File: src/rtl/dff_n_mode_pkg.sv
// Shared op encoding for the multi-mode register.
package dff_n_mode_pkg;

    typedef logic [2:0] op_t;

    localparam op_t OP_HOLD = 3'b000;
    localparam op_t OP_LOAD = 3'b001;
    localparam op_t OP_INC  = 3'b010;
    localparam op_t OP_DEC  = 3'b011;
    localparam op_t OP_SHL  = 3'b100;
    localparam op_t OP_SHR  = 3'b101;
    localparam op_t OP_ROL  = 3'b110;
    localparam op_t OP_CLR  = 3'b111;

endpackage

File: src/rtl/dff_n_mode_next.sv
// Next-state function of the multi-mode register: pure combinational.
// Build option: DFF_N_MODE_SATURATE_EN makes INC/DEC saturate instead of wrap.
module dff_n_mode_next
    import dff_n_mode_pkg::*;
#(
    parameter int WIDTH = 4
) (
    input  op_t              op,
    input  logic [WIDTH-1:0] q,
    input  logic [WIDTH-1:0] d,
    input  logic             si,
    output logic [WIDTH-1:0] next_q,
    output logic             next_co
);

    // One-wider operand so the carry/borrow drops out of the top bit.
    localparam logic [WIDTH:0] ONE = {{WIDTH{1'b0}}, 1'b1};

    logic [WIDTH:0] inc_sum;
    logic [WIDTH:0] dec_dif;

    assign inc_sum = {1'b0, q} + ONE;
    assign dec_dif = {1'b0, q} - ONE;

    // Select the op result; HOLD/LOAD/CLR never produce a carry.
    always_comb begin
        next_q  = q;
        next_co = 1'b0;
        unique case (op)
            OP_HOLD: next_q = q;
            OP_LOAD: next_q = d;
            OP_INC: begin
                {next_co, next_q} = inc_sum;
`ifdef DFF_N_MODE_SATURATE_EN
                if (&q) next_q = q;
`endif
            end
            OP_DEC: begin
                {next_co, next_q} = dec_dif;
`ifdef DFF_N_MODE_SATURATE_EN
                if (q == '0) next_q = '0;
`endif
            end
            OP_SHL: begin
                next_q  = {q[WIDTH-2:0], si};
                next_co = q[WIDTH-1];
            end
            OP_SHR: begin
                next_q  = {si, q[WIDTH-1:1]};
                next_co = q[0];
            end
            OP_ROL: begin
                next_q  = {q[WIDTH-2:0], q[WIDTH-1]};
                next_co = q[WIDTH-1];
            end
            OP_CLR: next_q = '0;
            default: next_q = q;
        endcase
    end

endmodule

File: src/rtl/dff_n_mode_r.sv
// Parametrised multi-mode register (hold/load/inc/dec/shift/rotate/clear)
// with registered zero, carry-out and counter-running flags.
// Build option: DFF_N_MODE_SATURATE_EN (handled in dff_n_mode_next).
module dff_n_mode_r
    import dff_n_mode_pkg::*;
#(
    parameter int               WIDTH     = 4,
    parameter logic [WIDTH-1:0] RESET_VAL = '0
) (
    input  logic             clk,
    input  logic             reset_n,
    input  logic             en,
    input  op_t              op,
    input  logic [WIDTH-1:0] d,
    input  logic             si,
    output logic [WIDTH-1:0] q,
    output logic             zero,
    output logic             co,
    output logic             busy_dn
);

    logic [WIDTH-1:0] next_q;
    logic             next_co;
    logic             next_busy;

    dff_n_mode_next #(.WIDTH(WIDTH)) u_next (
        .op      (op),
        .q       (q),
        .d       (d),
        .si      (si),
        .next_q  (next_q),
        .next_co (next_co)
    );

    // busy_dn tracks a running down-counter; only DEC, LOAD and CLR touch it.
    // A saturated DEC yields next_q == 0, so it clears naturally.
    always_comb begin
        next_busy = busy_dn;
        if (op == OP_DEC)
            next_busy = |next_q;
        else if (op == OP_LOAD || op == OP_CLR)
            next_busy = 1'b0;
    end

    // State flops; zero is derived from next_q so it lands with q.
    always_ff @(posedge clk or negedge reset_n) begin
        if (!reset_n) begin
            q       <= RESET_VAL;
            zero    <= (RESET_VAL == '0);
            co      <= 1'b0;
            busy_dn <= 1'b0;
        end else if (en) begin
            q       <= next_q;
            zero    <= (next_q == '0);
            co      <= next_co;
            busy_dn <= next_busy;
        end
    end

endmodule

File: config.mk
export PLATFORM = sky130hd
export DESIGN_NAME = dff_n_mode_r
export DESIGN_NICKNAME = d
export VERILOG_FILES = /design/src/rtl/dff_n_mode_pkg.sv /design/src/rtl/dff_n_mode_next.sv /design/src/rtl/dff_n_mode_r.sv
export SDC_FILE = /design/constraint.sdc
export NUM_CORES = 1
export LEC_CHECK = 0
export ABC_CLOCK_PERIOD_IN_PS = 3700
export CAP_MARGIN = 20
export CORE_MARGIN = 1
export CORE_UTILIZATION = 51
export CTS_CLUSTER_SIZE = 30
export DETAILED_ROUTE_END_ITERATION = 10
export PLACE_DENSITY_LB_ADDON = 0.1
export SLEW_MARGIN = 20
export SYNTH_ARGS = -nofsm -noshare
export SYNTH_HDL_FRONTEND = slang
export SYNTH_SLANG_ARGS = --single-unit
File: constraint.sdc
create_clock -name clk -period 3.7 [get_ports clk]
set_input_delay 1.11 -clock clk [delete_from_list [all_inputs] [get_ports clk]]
set_output_delay 1.11 -clock clk [all_outputs]
set_load 0.05 [all_outputs]
* Yosys cells after proc, flatten, opt, wreduce, memory -nomap -nowiden
Cells that the tools add are included.
Cells by class: add/subtract/negate cells 2, equal/unequal tests 7, mux-type cells 4, reduce and logical (&&, ||, !) cells 7
Operator list (number):
- case mux 4 bit (8 select lines) | 1
- equality test 3 bit (second input constant) | 4
- equality test 3 x 2 -> 1 bit (second input constant) | 2
- adder 4 x 1 -> 5 bit (second input constant) | 1
- subtractor 4 x 1 -> 5 bit (second input constant) | 1
- zero test 4 bit | 1
- case mux 1 bit (4 select lines) | 1
- OR reduction 4 bit | 1
- equality test 3 x 1 -> 1 bit (second input constant) | 1
- zero test 3 bit | 1
- 2-to-1 mux 1 bit | 2
- AND reduction 2 bit | 1
- nonzero test 2 bit | 1
- OR reduction 2 bit | 1
- logical OR 1 bit | 1
Storage, ports and cells: bits in registers 7, input bits 11, output and inout bits 7, word-level logic and storage cells 24

* Depth between registers and ports, before layout
depth in word-level cells 4, mapped depth 7, gate-level depth less buffers 7

* Cells and area by module
Synthesis repeated with hierarchy kept, for this count alone.
Unflattened totals: cell total of the unflattened synthesis 74, area, all modules 678.2 µm²
By module, submodules not included:
- dff_n_mode_next | instances 1, cells each 54, area each 382.9 µm²
- dff_n_mode_r | instances 1, cells each 20, area each 295.3 µm²

* Least setup slack after synthesis
OpenSTA, ideal clock, no wires.
path type input -> register, start input port op[0], end register busy_dn, library setup time 0.134 ns, data arrival time 2.205 ns, required time 3.566 ns, setup slack 1.361 ns, stages 6, path buffers 2, path through buf_6 or3_4 buf_6 o221a_1 a211oi_2 o211ai_1
On the way: cells in the longest elaborated chain, start to end 4, elaborated cells between the ends (all ways) 14, those cells by class eq/ne (7); mux (2); reduce/logical (5)
RTL lines:
- start: declaration | line dff_n_mode_r.sv:13 | input op_t op,
- equality test 3 bit, or another cell as far along | line dff_n_mode_next.sv:29, dff_n_mode_r.sv:41
- case mux 4 bit (8 select lines) or logical OR 1 bit (tied branches) | line dff_n_mode_next.sv:29, dff_n_mode_r.sv:41
- OR reduction 4 bit or nonzero test 2 bit (tied branches)
- 2-to-1 mux 1 bit or AND reduction 2 bit (tied branches)
- end signal: assignment | line dff_n_mode_r.sv:56 | busy_dn <= next_busy;
- end: declaration | line dff_n_mode_r.sv:19 | output logic busy_dn
Parallel ways exist; a longest one is shown, timed or not. A chain may end at the register's enable or synchronous reset.

* Final worst setup path
start input port op[2], end register busy_dn
Same word-level chain as after synthesis.

==> metrics.md <==
| Metric | Value |
|---|---|
| DRC Markers | `0` |
| Clk_lat worst skew | `approximately 250 ps` |
| Rows | `13` |
| Syn Area/Cell | `8.68 um2` |
| Status | `complete, no violations` |
| Clock buffer depth | `2` |
| Syn. warnings | `0` |
| Largest net degree at the start of global routing | `19` |
| Setup WS pre-CTS | `between 500 and 600 ps` |
| Max-cap viol count | `0` |
| Setup slack after layout | `between 700 and 800 ps` |
| Mapped cell area | `721 um2` |
| Sum Neg Setup Slack | `0 ps` |
| CP Max Fanout | `17` |
| RSZ-0062 raised after global routing | `no` |
| GP Congestion | `~0.85` |
| Antenna diodes | `0` |
| Final Power | `377 uW` |
| Input/output buffers | `17` |
| Detailed-route via count | `approximately 680` |
| Slew margin rel. | `between 60% and 70%` |
| Max H-tree Level | `1` |
| I/O pin count | `18` |
| Gr usage total | `23.5%` |
| Final Slew Violations | `0` |
| Async set-reset flop share out of synthesis | `100%` |
| Max Freq | `around 340 MHz` |
| Via-per-instance ratio | `slightly above 6` |
| Clk sink count | `7` |
| Layout net count | `between 100 and 150` |
| Syn Nets | `96` |
| Gates resized, CTS repair | `0` |
| Ys flop type | `dfrtp_1` |
| Library cells used by synthesis | `43` |
| Seq/Total Area, Yosys | `between 20% and 30%` |
| Clock root buffer | `clkbuf_4` |
| Die W | `roughly 40 um` |
| Count of final setup violators | `0` |
| Initial antenna violation count | `0` |
| Setup crit end kind | `register` |
| Min Clock Period, post-route | `between 2000 and 3000 ps` |
| Worst-margin pin slew | `roughly 580 ps` |
| Dpl hpwl | `roughly 1200 um` |
| Starting density of the core | `roughly 55%` |
| Number of flops mapped to enable cells by yosys | `0` |
| First-pass GRT wire length | `about 2500 um` |
| Worst vdd ir | `roughly 0.22 mV` |
| Clock-pin slew on the worst setup and hold paths | `~50 ps` |
| CTS Buf Count | `3` |
| Vias in the first global route | `between 500 and 600` |
| First DRT Iteration DRCs | `26` |
| Post-CTS Setup Bufs | `0` |
| Fin crit share | `79.0%` |
| DRT Pass-1 Iters | `4` |
| Die area | `about 0.0016 mm2` |
| P_leak | `between 0.3 and 0.4 nW` |
| Pwr/cell area | `around 430 mW/mm2` |
| GRT overflow | `0` |
| Post-synthesis to final-layout area growth | `21.5%` |
| Antenna Violating Nets Remaining | `0` |
| Share of cells above drive strength 1 | `under 10%` |
| Core Area | `about 0.0013 mm2` |
| Cts hold-fix bufs | `0` |
| Cells after synthesis | `83` |
| Worst setup path category | `in2reg` |
| Routed WL | `between 1500 and 2000 um` |
| Worst hold path class | `reg2reg` |
| Clk_skew | `around 0.47 ps` |
| CTS tree | `done` |
| Die Ht | `~40 um` |
| Arrival time worst endpoint | `3050 ps` |
| Seq cells post-synth | `7` |
| Hold Fails Final Rpt | `0` |
| Startpoint Class | `input pin` |
| WL/cell | `around 15 um` |
| Required time worst endpoint | `about 3800 ps` |
[registers in the layout (all words and copies together) (netlist names)]
register,flops
co,1
zero,1
q,4
busy_dn,1
[through the flow]
stage	std cells	util (%)	hold WS (ps)	cell area, um2
2_1_floorplan	83	-	765	721
3_3_place_gp	107	65.3	511	850
3_5_place_dp	107	65.3	521	850
4_1_cts	111	67.3	534	876
5_1_grt	111	67.3	575	876
6_report	111	67.3	528	876
[path summary, 6_finish.rpt]
check,slack [ps],to,cells past startpoint,from
worst min-delay path,530,busy_dn,2,busy_dn
worst max-delay path,780,busy_dn,6,op[2]
min in group asynchronous,1130,co,1,reset_n
worst max register to register,1880,busy_dn,6,q[0]
worst min register to register,530,busy_dn,2,busy_dn
max in group asynchronous,2270,zero,1,reset_n
[critical path, cell delays in order]
cell and delay (ps):
clkdlybuf4s50_1 820, mux2_4 340, a211oi_1 260, o21ai_1 130, a211oi_2 260, o211ai_1 120
[cell usage after synthesis, drive strengths merged (2+ instances only)]
cell type | number | area [um2]
buf | 7 | 56.3
a21oi | 6 | 30.0
dfrtp | 6 | 150
a31oi | 4 | 25.0
nand2 | 4 | 15.0
nor2 | 4 | 15.0
o21ai | 4 | 20.0
a21o | 3 | 22.5
inv | 3 | 11.3
nand3 | 3 | 15.0
nor2b | 3 | 18.8
nor3b | 3 | 22.5
o211ai | 3 | 22.5
a211oi | 2 | 20.0
ha | 2 | 25.0
mux2 | 2 | 26.3
mux2i | 2 | 20.0
nand2b | 2 | 12.5
[layout make-up]
| class | count | area, um2 |
|---|---|---|
| multi-input cells | 65 | 473 |
| fillers | 123 | 425 |
| flip-flops and latches | 7 | 176 |
| repair buffers | 17 | 170 |
| clock buffers | 4 | 26.3 |
| well taps | 15 | 18.8 |
| inverters | 3 | 11.3 |
[layer usage]
layer	GRT usage, %	part of all wire (%)	up-vias
met5	0	0	-
met4	4.31	0.79	0
li1	-	-	339
met3	7.39	4.1	2
met1	31.5	47	313
met2	36.5	48	23
[logic make-up (layout without fill, tap and decap cells)]
group | Yosys count | after routing | synth area share (%)
AO/OA/AOI/OAI | 31 | 31 | 30.6
AND/OR/NAND/NOR | 27 | 27 | 24.0
buffers and inverters | 11 | 24 | 9.89
flip-flops | 7 | 7 | 24.5
multiplexers | 4 | 4 | 6.42
adder cells (fa/ha/maj) | 2 | 2 | 3.47
XOR/XNOR | 1 | 1 | 1.22
[report_power, final]
group,total (mW),internal [mW],leakage [nW],switching (mW)
logic,0.189,0.0799,0.243,0.109
registers,0.121,0.0922,0.0826,0.0285
clock network,0.0679,0.0411,0.0150,0.0268
total,0.377,0.213,0.341,0.164
[cell usage in the layout, fill, tap and decap left out, types with 2 or more instances in the layout]
master | synthesis | final
nor2b_1 | 3 | 3
inv_1 | 3 | 3
nor2_1 | 4 | 4
clkdlybuf4s50_1 | 0 | 17
nand3_1 | 3 | 3
a31oi_1 | 4 | 4
ha_1 | 2 | 2
nand2_1 | 4 | 4
a21o_1 | 3 | 3
a21oi_1 | 6 | 6
clkbuf_4 | 0 | 3
o211ai_1 | 3 | 3
nand2b_1 | 2 | 2
dfrtp_1 | 6 | 6
o21ai_0 | 3 | 3
nor3b_1 | 3 | 3
mux2i_1 | 2 | 2
(Power assumes the default switching activity.)
